## src/rtl/conv2d_stream_engine.sv

```systemverilog
// conv2d_stream_engine: streaming 3x3 convolution over one raster frame with a programmable kernel,
// selectable arithmetic shift and ReLU, valid/ready on both sides.
module conv2d_stream_engine #(
  parameter int DATA_W = 8,
  parameter int COEF_W = 8,
  parameter int IMG_W = 32,
  parameter int IMG_H = 32,
  localparam int ACC_W = DATA_W + COEF_W + 5
) (
  input  logic              clk,
  input  logic              rst,
  input  logic              start,
  input  logic              cfg_relu,
  input  logic [3:0]        cfg_shift,
  input  logic              wr_en,
  input  logic [3:0]        wr_addr,
  input  logic [COEF_W-1:0] wr_data,
  input  logic              in_valid,
  output logic              in_ready,
  input  logic [DATA_W-1:0] in_data,
  output logic              out_valid,
  input  logic              out_ready,
  output logic [ACC_W-1:0]  out_data,
  output logic              busy,
  output logic              done
);
  localparam int P_W = DATA_W + COEF_W + 1;
  localparam int XW = $clog2(IMG_W);
  localparam int YW = $clog2(IMG_H);
  localparam logic [XW-1:0] X_MAX = XW'(IMG_W - 1);
  localparam logic [YW-1:0] Y_MAX = YW'(IMG_H - 1);
  localparam logic [1:0] IDLE = 2'd0, RUN = 2'd1, FLUSH = 2'd2, DONE = 2'd3;

  logic [1:0] state;
  logic [XW-1:0] cnt_x;
  logic [YW-1:0] cnt_y;
  logic relu_q;
  logic [3:0] shift_q;
  logic signed [COEF_W-1:0] coef [9];
  logic [DATA_W-1:0] lb_a [IMG_W];
  logic [DATA_W-1:0] lb_b [IMG_W];
  logic [DATA_W-1:0] win [9];
  logic signed [P_W-1:0] prod [9];
  logic v1, v2, en, accept, last_px;
  logic signed [ACC_W-1:0] sum, res;

  assign en = !(out_valid && !out_ready);
  assign in_ready = state == RUN && en;
  assign accept = in_valid && in_ready;
  assign last_px = cnt_x == X_MAX && cnt_y == Y_MAX;
  assign busy = state != IDLE;
  assign done = state == DONE;

  always_comb begin
    sum = '0;
    for (int i = 0; i < 9; i++) sum = sum + ACC_W'(prod[i]);
    res = sum >>> shift_q;
    res = (relu_q && res[ACC_W-1]) ? '0 : res;
  end

  always_ff @(posedge clk) begin
    if (rst) begin
      state <= IDLE;
      cnt_x <= '0;
      cnt_y <= '0;
      relu_q <= 1'b0;
      shift_q <= '0;
      coef <= '{COEF_W'(1), '0, COEF_W'(-1), COEF_W'(2), '0, COEF_W'(-2), COEF_W'(1), '0, COEF_W'(-1)};
    end else begin
      if (state == IDLE && wr_en && wr_addr <= 4'd8) coef[wr_addr] <= wr_data;
      if (state == IDLE && start) begin
        state <= RUN;
        relu_q <= cfg_relu;
        shift_q <= cfg_shift;
        cnt_x <= '0;
        cnt_y <= '0;
      end
      if (accept) begin
        cnt_x <= cnt_x == X_MAX ? '0 : cnt_x + 1'b1;
        cnt_y <= cnt_x == X_MAX ? cnt_y + 1'b1 : cnt_y;
        if (last_px) state <= FLUSH;
      end
      // Leave FLUSH only once the final result has been taken and nothing is still in the pipe
      if (state == FLUSH && out_valid && out_ready && !v1 && !v2) state <= DONE;
      if (state == DONE) state <= IDLE;
    end
  end

  always_ff @(posedge clk) begin
    if (accept) begin
      lb_b[cnt_x] <= lb_a[cnt_x];
      lb_a[cnt_x] <= in_data;
    end
  end

  always_ff @(posedge clk) begin
    if (rst) begin
      v1 <= 1'b0;
      v2 <= 1'b0;
      out_valid <= 1'b0;
      out_data <= '0;
      win <= '{default: '0};
      prod <= '{default: '0};
    end else if (en) begin
      v1 <= accept && cnt_x >= XW'(2) && cnt_y >= YW'(2);
      if (accept) begin
        win[0] <= win[1];
        win[1] <= win[2];
        win[2] <= lb_b[cnt_x];
        win[3] <= win[4];
        win[4] <= win[5];
        win[5] <= lb_a[cnt_x];
        win[6] <= win[7];
        win[7] <= win[8];
        win[8] <= in_data;
      end
      for (int i = 0; i < 9; i++) prod[i] <= P_W'($signed({1'b0, win[i]})) * P_W'(coef[i]);
      v2 <= v1;
      out_valid <= v2;
      out_data <= res;
    end
  end
endmodule

```

## config.mk

```make
export PLATFORM = sky130hd
export DESIGN_NAME = conv2d_stream_engine
export DESIGN_NICKNAME = d
export VERILOG_FILES = /design/src/rtl/conv2d_stream_engine.sv
export SDC_FILE = /design/constraint.sdc
export NUM_CORES = 2
export LEC_CHECK = 0
export CAP_MARGIN = 10
export CORE_UTILIZATION = 56
export DETAILED_ROUTE_END_ITERATION = 12
export PLACE_DENSITY = 0.73
export RECOVER_POWER = 25
export SLEW_MARGIN = 20
export SYNTH_ARGS = -nofsm -noshare
export SYNTH_HDL_FRONTEND = slang
export SYNTH_SLANG_ARGS = --single-unit
```

## constraint.sdc

```tcl
create_clock -name clk -period 7.3 [get_ports clk]
set_input_delay 1.46 -clock clk [delete_from_list [all_inputs] [get_ports clk]]
set_output_delay 1.46 -clock clk [all_outputs]
set_load 0.005 [all_outputs]
```

## Word-level counts from Yosys, hierarchy flattened

Memory sizes are Yosys's and may differ from the RTL's. A register that Yosys moved wholly into a read port is not among the register bits.
Index checks and enable logic that the tools add are counted.

| storage, ports and cells | value |
|---|---|
| register bits | 330 |
| memory bits (writable) | 512 |
| output and inout port bits | 25 |
| word-level logic and storage cells | 112 |
| memories | 2 |

Memory list:

| name | depth | bits a word | read ports | clocked after Yosys merged registers in | write ports | line | RTL |
|---|---|---|---|---|---|---|---|
| lb_a | 32 | 8 | 1 | 1 | 1 | 40 | `logic [DATA_W-1:0] lb_a [IMG_W];` |
| lb_b | 32 | 8 | 1 | 1 | 1 | 41 | `logic [DATA_W-1:0] lb_b [IMG_W];` |

| operators by class | value |
|---|---|
| $lt $le $gt $ge | 5 |
| reduce and logical (&&, ||, !) cells | 25 |
| bitwise operators | 2 |
| shifts and indexed selects | 1 |
| add/sub/neg operators | 10 |
| eq/ne operators | 6 |
| mux-type cells | 17 |
| $mul | 9 |

Operators with widths:

| kind | count |
|---|---|
| $mul A9 B8 Y17 | 9 |
| $add A21 B17 Y21 | 4 |
| $bwmux W72 | 1 |
| $mux W5 | 7 |
| $demux W8 S4 | 1 |
| $add A20 B17 Y21 | 1 |
| $mux W21 | 1 |
| $sshr A21 B4 Y21 | 1 |
| $add A19 B17 Y20 | 1 |
| $add A18 B17 Y19 | 1 |
| $add A17 B17 Y18 | 1 |
| $logic_and A1 B1 Y1 | 15 |
| $add A5 B1 Y5 const B | 2 |
| $eq A5 B5 Y1 const B | 2 |
| $ge A5 B2 Y1 const B | 2 |
| $mux W2 | 4 |
| $mux W8 | 1 |
| $ge A5 B5 Y1 const B | 1 |
| $lt A5 B1 Y1 const B | 1 |
| $not A4 Y5 | 1 |
| $eq A2 B2 Y1 const B | 2 |
| $le A4 B4 Y1 const B | 1 |
| $logic_not A1 Y1 | 4 |
| $reduce_and A2 Y1 | 2 |
| 7 further kinds | 9 |

## Logic depth before layout (Yosys ltp)

| depth | value |
|---|---|
| word-level depth | 11 |
| mapped depth | 19 |

## Least setup slack after synthesis

OpenSTA, ideal clock, no wires.

| timing path | value |
|---|---|
| path kind | reg-to-reg |
| from | reg prod[2] in the netlist's numbering |
| to | reg out_data[1] |
| cell stages (with the launch flop) | 18 |
| slack | 2.087 ns |
| period minus slack after synthesis | 5.213 ns |
| data required time | 7.183 ns |
| library setup time | 0.117 ns |
| data arrival time | 5.097 ns |
| cells stage by stage | dfxtp_1 inv_1 fa_1 inv_1 fa_1 fa_1 inv_1 fa_1 inv_1 ha_1 fa_1 a21o_1 a221o_1 a31o_2 xor2_1 mux4_2 mux4_2 a22o_1 |

| on the way | value |
|---|---|
| longest elaborated chain between the ends | 4 |

Ends and longest elaborated chain:

| element | line | RTL |
|---|---|---|
| from (decl) | 43 | `logic signed [P_W-1:0] prod [9];` |
| from (signal assigned) | 103 | `prod <= '{default: '0};` |
| $add A21 B17 Y21 * | 56 | `for (int i = 0; i < 9; i++) sum = sum + ACC_W'(prod[i]);` |
| $sshr A21 B4 Y21 * | 57 | `res = sum >>> shift_q;` |
| $logic_and A1 B1 Y1 | 58 | `res = (relu_q && res[ACC_W-1]) ? '0 : res;` |
| $mux W21 * | 58 |  |
| to (signal assigned) | 120 | `out_data <= res;` |
| to (decl) | 23 | `output logic [ACC_W-1:0] out_data,` |

Every way passes the cells marked *; elsewhere a longest branch is shown, timed or not.
A chain may end at the register's enable or synchronous reset.

## Final worst setup path

| timing path | value |
|---|---|
| from | in out_ready |
| to | reg prod[12] in the netlist's numbering |

| on the way | value |
|---|---|
| longest elaborated chain between the ends | 2 |

Ends and longest elaborated chain:

| element | line | RTL |
|---|---|---|
| from (decl) | 22 | `input logic out_ready,` |
| $logic_not A1 Y1 | 47 | `assign en = !(out_valid && !out_ready);` |
| $logic_and A1 B1 Y1 | 47 |  |

No other way between the ends.

==> metrics.txt <==
most common cell after layout, fill and taps aside inv_1; final setup TNS 0 ns; clock root cell clkbuf_16; LEAKAGE 25.5 nW; top_reg_cell synth edfxtp_1; Worst-Margin Slew just under 4 ns; # H-tree levels 3; I/O pins 56; die height around 320 um; synthesized area per cell 11.1 sq um; hold_sp out_data[19]; Post-Place Setup Slack between 1.5 and 2 ns; Pwr Density ~260 nW/um^2; buffers added on ports 55; maxcap violations 4; Final Wtd Congestion around 0.96; Worst slew margin -163%; synth top area cells edfxtp_1 27%, fa_1 16%, dfxtp_1 12%; M2 GR Usage between 40% and 50%; final hold slack about 0.45 ns; CTS tree built; Die W between 300 and 400 um; CTS Sinks ~860; GRT met3 Usage 4.32%; Ys Warns 0; Worst-Skew Late Latency 0.71 ns; drt via density 5.88; vias in the first global route roughly 39000; maximum vdd drop approximately 0.27 mV; FF-to-FF path depth 18; via count around 38000; #FFs+latches synth 855; worst r2r src prod[2]; Final period util between 80% and 90%; global-route wire length before repair 222000 um; fraction of registers with async set or reset after synthesis 0%; DRC 0; grt ovf 0; number of CTS-inserted buffers 89; Starting Density roughly 57%; met1 Use GR approximately two fifths; Cells after Synth about 5000; Routed WL about 140000 um; post-synthesis sequential area ratio between 30% and 40%; CP cell instances dlygate4sd3_1 -> nand2b_4 -> clkbuf_1 -> nand3_1 -> a21oi_1; area share of the largest cell type after synthesis 27.3%; Core Region 99000 sq um; CP peak stage delay 2.81 ns; crit path max-delay cell type clkbuf_1; busiest grt layer met2; final setup vio count 0; largest net degree at the start of global routing 82; Fin. Hold Viols 0; first drt pass iteration count 6; layout cells sized above 1 a little over 8%; Net Count, Synth about 6000; DP HPWL 101000 um; Core Rows between 100 and 150; P&R area growth vs syn 8.34%; Critical Path Source Type primary input; Worst Setup Path Type in -> reg; Max clock buf depth 3; WP data arrival 6.76 ns; Die ar. 102000 sq um; Hold Path Stages 2; final critical-path required period 6.18 ns; overall routing resource usage between 20 and 30%; Synth area leader edfxtp_1; failing checks capacitance limit, slew limit; unrepaired setup endpoints after global routing false; mapped cell area around 56000 sq um; number of DRC markers in iteration 0 between 3000 and 4000; R2R Setup Slk approximately 1.5 ns; clock transition at the registers of the reported paths roughly 0.070 ns; RR Endpoint out_data[13]; CTS hold repair buffers 0; post-DR wirelength/cell between 20 and 25 um; Worst Hold Class reg -> reg; Worst Setup End Kind flop; number of synthesized flops with an enable pin about 510; post-route ant nets 0; status finished, violations left; most frequent cells in the layout 664 x inv_1, 593 x nand2_1, 512 x edfxtp_1; Hold EP out_data[19]; initial antenna violation count 8; crit-path max FO 81; Yosys cell types a little over 80; # nets final around 6000; Fmax achieved 162 MHz; Post-CTS Resized 0; post-CTS setup-driven buffer insertion count 0; clk_skew roughly 0.053 ns; Final WS setup roughly 1.1 ns; Slew Limit Fails 199; CP required between 7 and 8 ns
-- routing by layer --
| layer | vias up | routed length (um) | part of all wire [%] |
|---|---|---|---|
| li1 | 17121 | - | - |
| met5 | - | 36 | 0.025 |
| met3 | 283 | 11400 | 8.0 |
| met2 | 1451 | 67200 | 47 |
| met4 | 6 | 5270 | 3.7 |
| met1 | 18912 | 58200 | 41 |
-- critical path: cells and delay by family --
family	cells	cell delay [ns]
buffers and inverters	2	3.45
AO/OA/AOI/OAI	1	0.37
AND/OR/NAND/NOR	2	1.42
-- registers in the layout, summed over array words and instances, names as in the netlist, 2 cells and up, named ones only --
signal,cells
lb_a,256
out_data,21
win,72
lb_b,256
shift_q,4
cnt_y,5
state,2
prod,153
cnt_x,5
coef,72
-- report_power, final --
group	total [mW]	internal [mW]	switching, mW
logic	5.88	2.30	3.57
registers	5.44	5.29	0.153
clock network	4.68	2.62	2.06
total	16.0	10.2	5.79
-- logic make-up (layout without fill, tap and decap cells) --
group / count (synthesis) / count (layout) / share of synthesized area [%]
adder cells (fa/ha/maj): 871 / 871 / 25.4
flip-flops: 855 / 855 / 39.5
AO/OA/AOI/OAI: 577 / 577 / 6.60
other: 0 / 4 / 0
multiplexers: 259 / 259 / 8.12
buffers and inverters: 916 / 954 / 6.13
AND/OR/NAND/NOR: 1538 / 1538 / 13.0
XOR/XNOR: 79 / 79 / 1.23
-- worst max-delay path by stage --
stage                          from           end  slack [ns]  depth (start not counted)
after floorplan             prod[2]   out_data[1]        2.09                         17
after global placement      prod[2]  out_data[13]        1.62                         18
after detailed placement    prod[2]  out_data[13]        1.53                         18
after CTS                   prod[2]  out_data[13]        1.54                         18
after global routing      out_ready      prod[12]        0.80                          5
final                     out_ready      prod[12]        1.12                          5
-- Yosys cell counts (11+ instances only) --
| cell type | n |
|---|---|
| nor2_1 | 249 |
| edfxtp_1 | 512 |
| mux4_2 | 156 |
| o21a_1 | 16 |
| a21oi_1 | 237 |
| a22oi_1 | 17 |
| nand2_1 | 594 |
| a211oi_1 | 37 |
| clkbuf_1 | 213 |
| fa_1 | 455 |
| nand3_1 | 86 |
| dfxtp_1 | 343 |
| a21o_1 | 25 |
| o31ai_1 | 16 |
| or3_1 | 38 |
| mux2_2 | 16 |
| a31oi_1 | 21 |
| nand2b_1 | 57 |
| mux2i_1 | 86 |
| xnor2_1 | 49 |
| ha_1 | 416 |
| o31a_1 | 11 |
| xor2_1 | 30 |
| nor2b_1 | 37 |
| nor3_1 | 95 |
| inv_1 | 665 |
| or2_2 | 13 |
| buf_1 | 27 |
| o2111ai_1 | 15 |
| o21ai_0 | 79 |
| and3_1 | 22 |
| and2_1 | 316 |
-- through the flow --
stage	area (sq um)	instances	total power, mW	utilization [%]
6_report	61000	6424	16.0	61.6
5_1_grt	61000	6420	16.9	61.6
4_1_cts	61100	6420	16.0	61.7
3_5_place_dp	58000	6252	11.4	58.6
3_3_place_gp	58000	6252	11.3	58.6
2_1_floorplan	56300	5095	9.78	-
-- area by class of cell --
| class | count | area [sq um] |
|---|---|---|
| antenna | 4 | 10.0 |
| clock buffer | 101 | 2280 |
| clock inverter | 67 | 749 |
| fill | 7707 | 38000 |
| inverter | 669 | 2510 |
| multi-input combinational | 3324 | 30600 |
| sequential | 855 | 22300 |
| tap | 1287 | 1610 |
| timing repair buffer | 117 | 958 |
No activity file was read; power rests on OpenSTA's default activity.
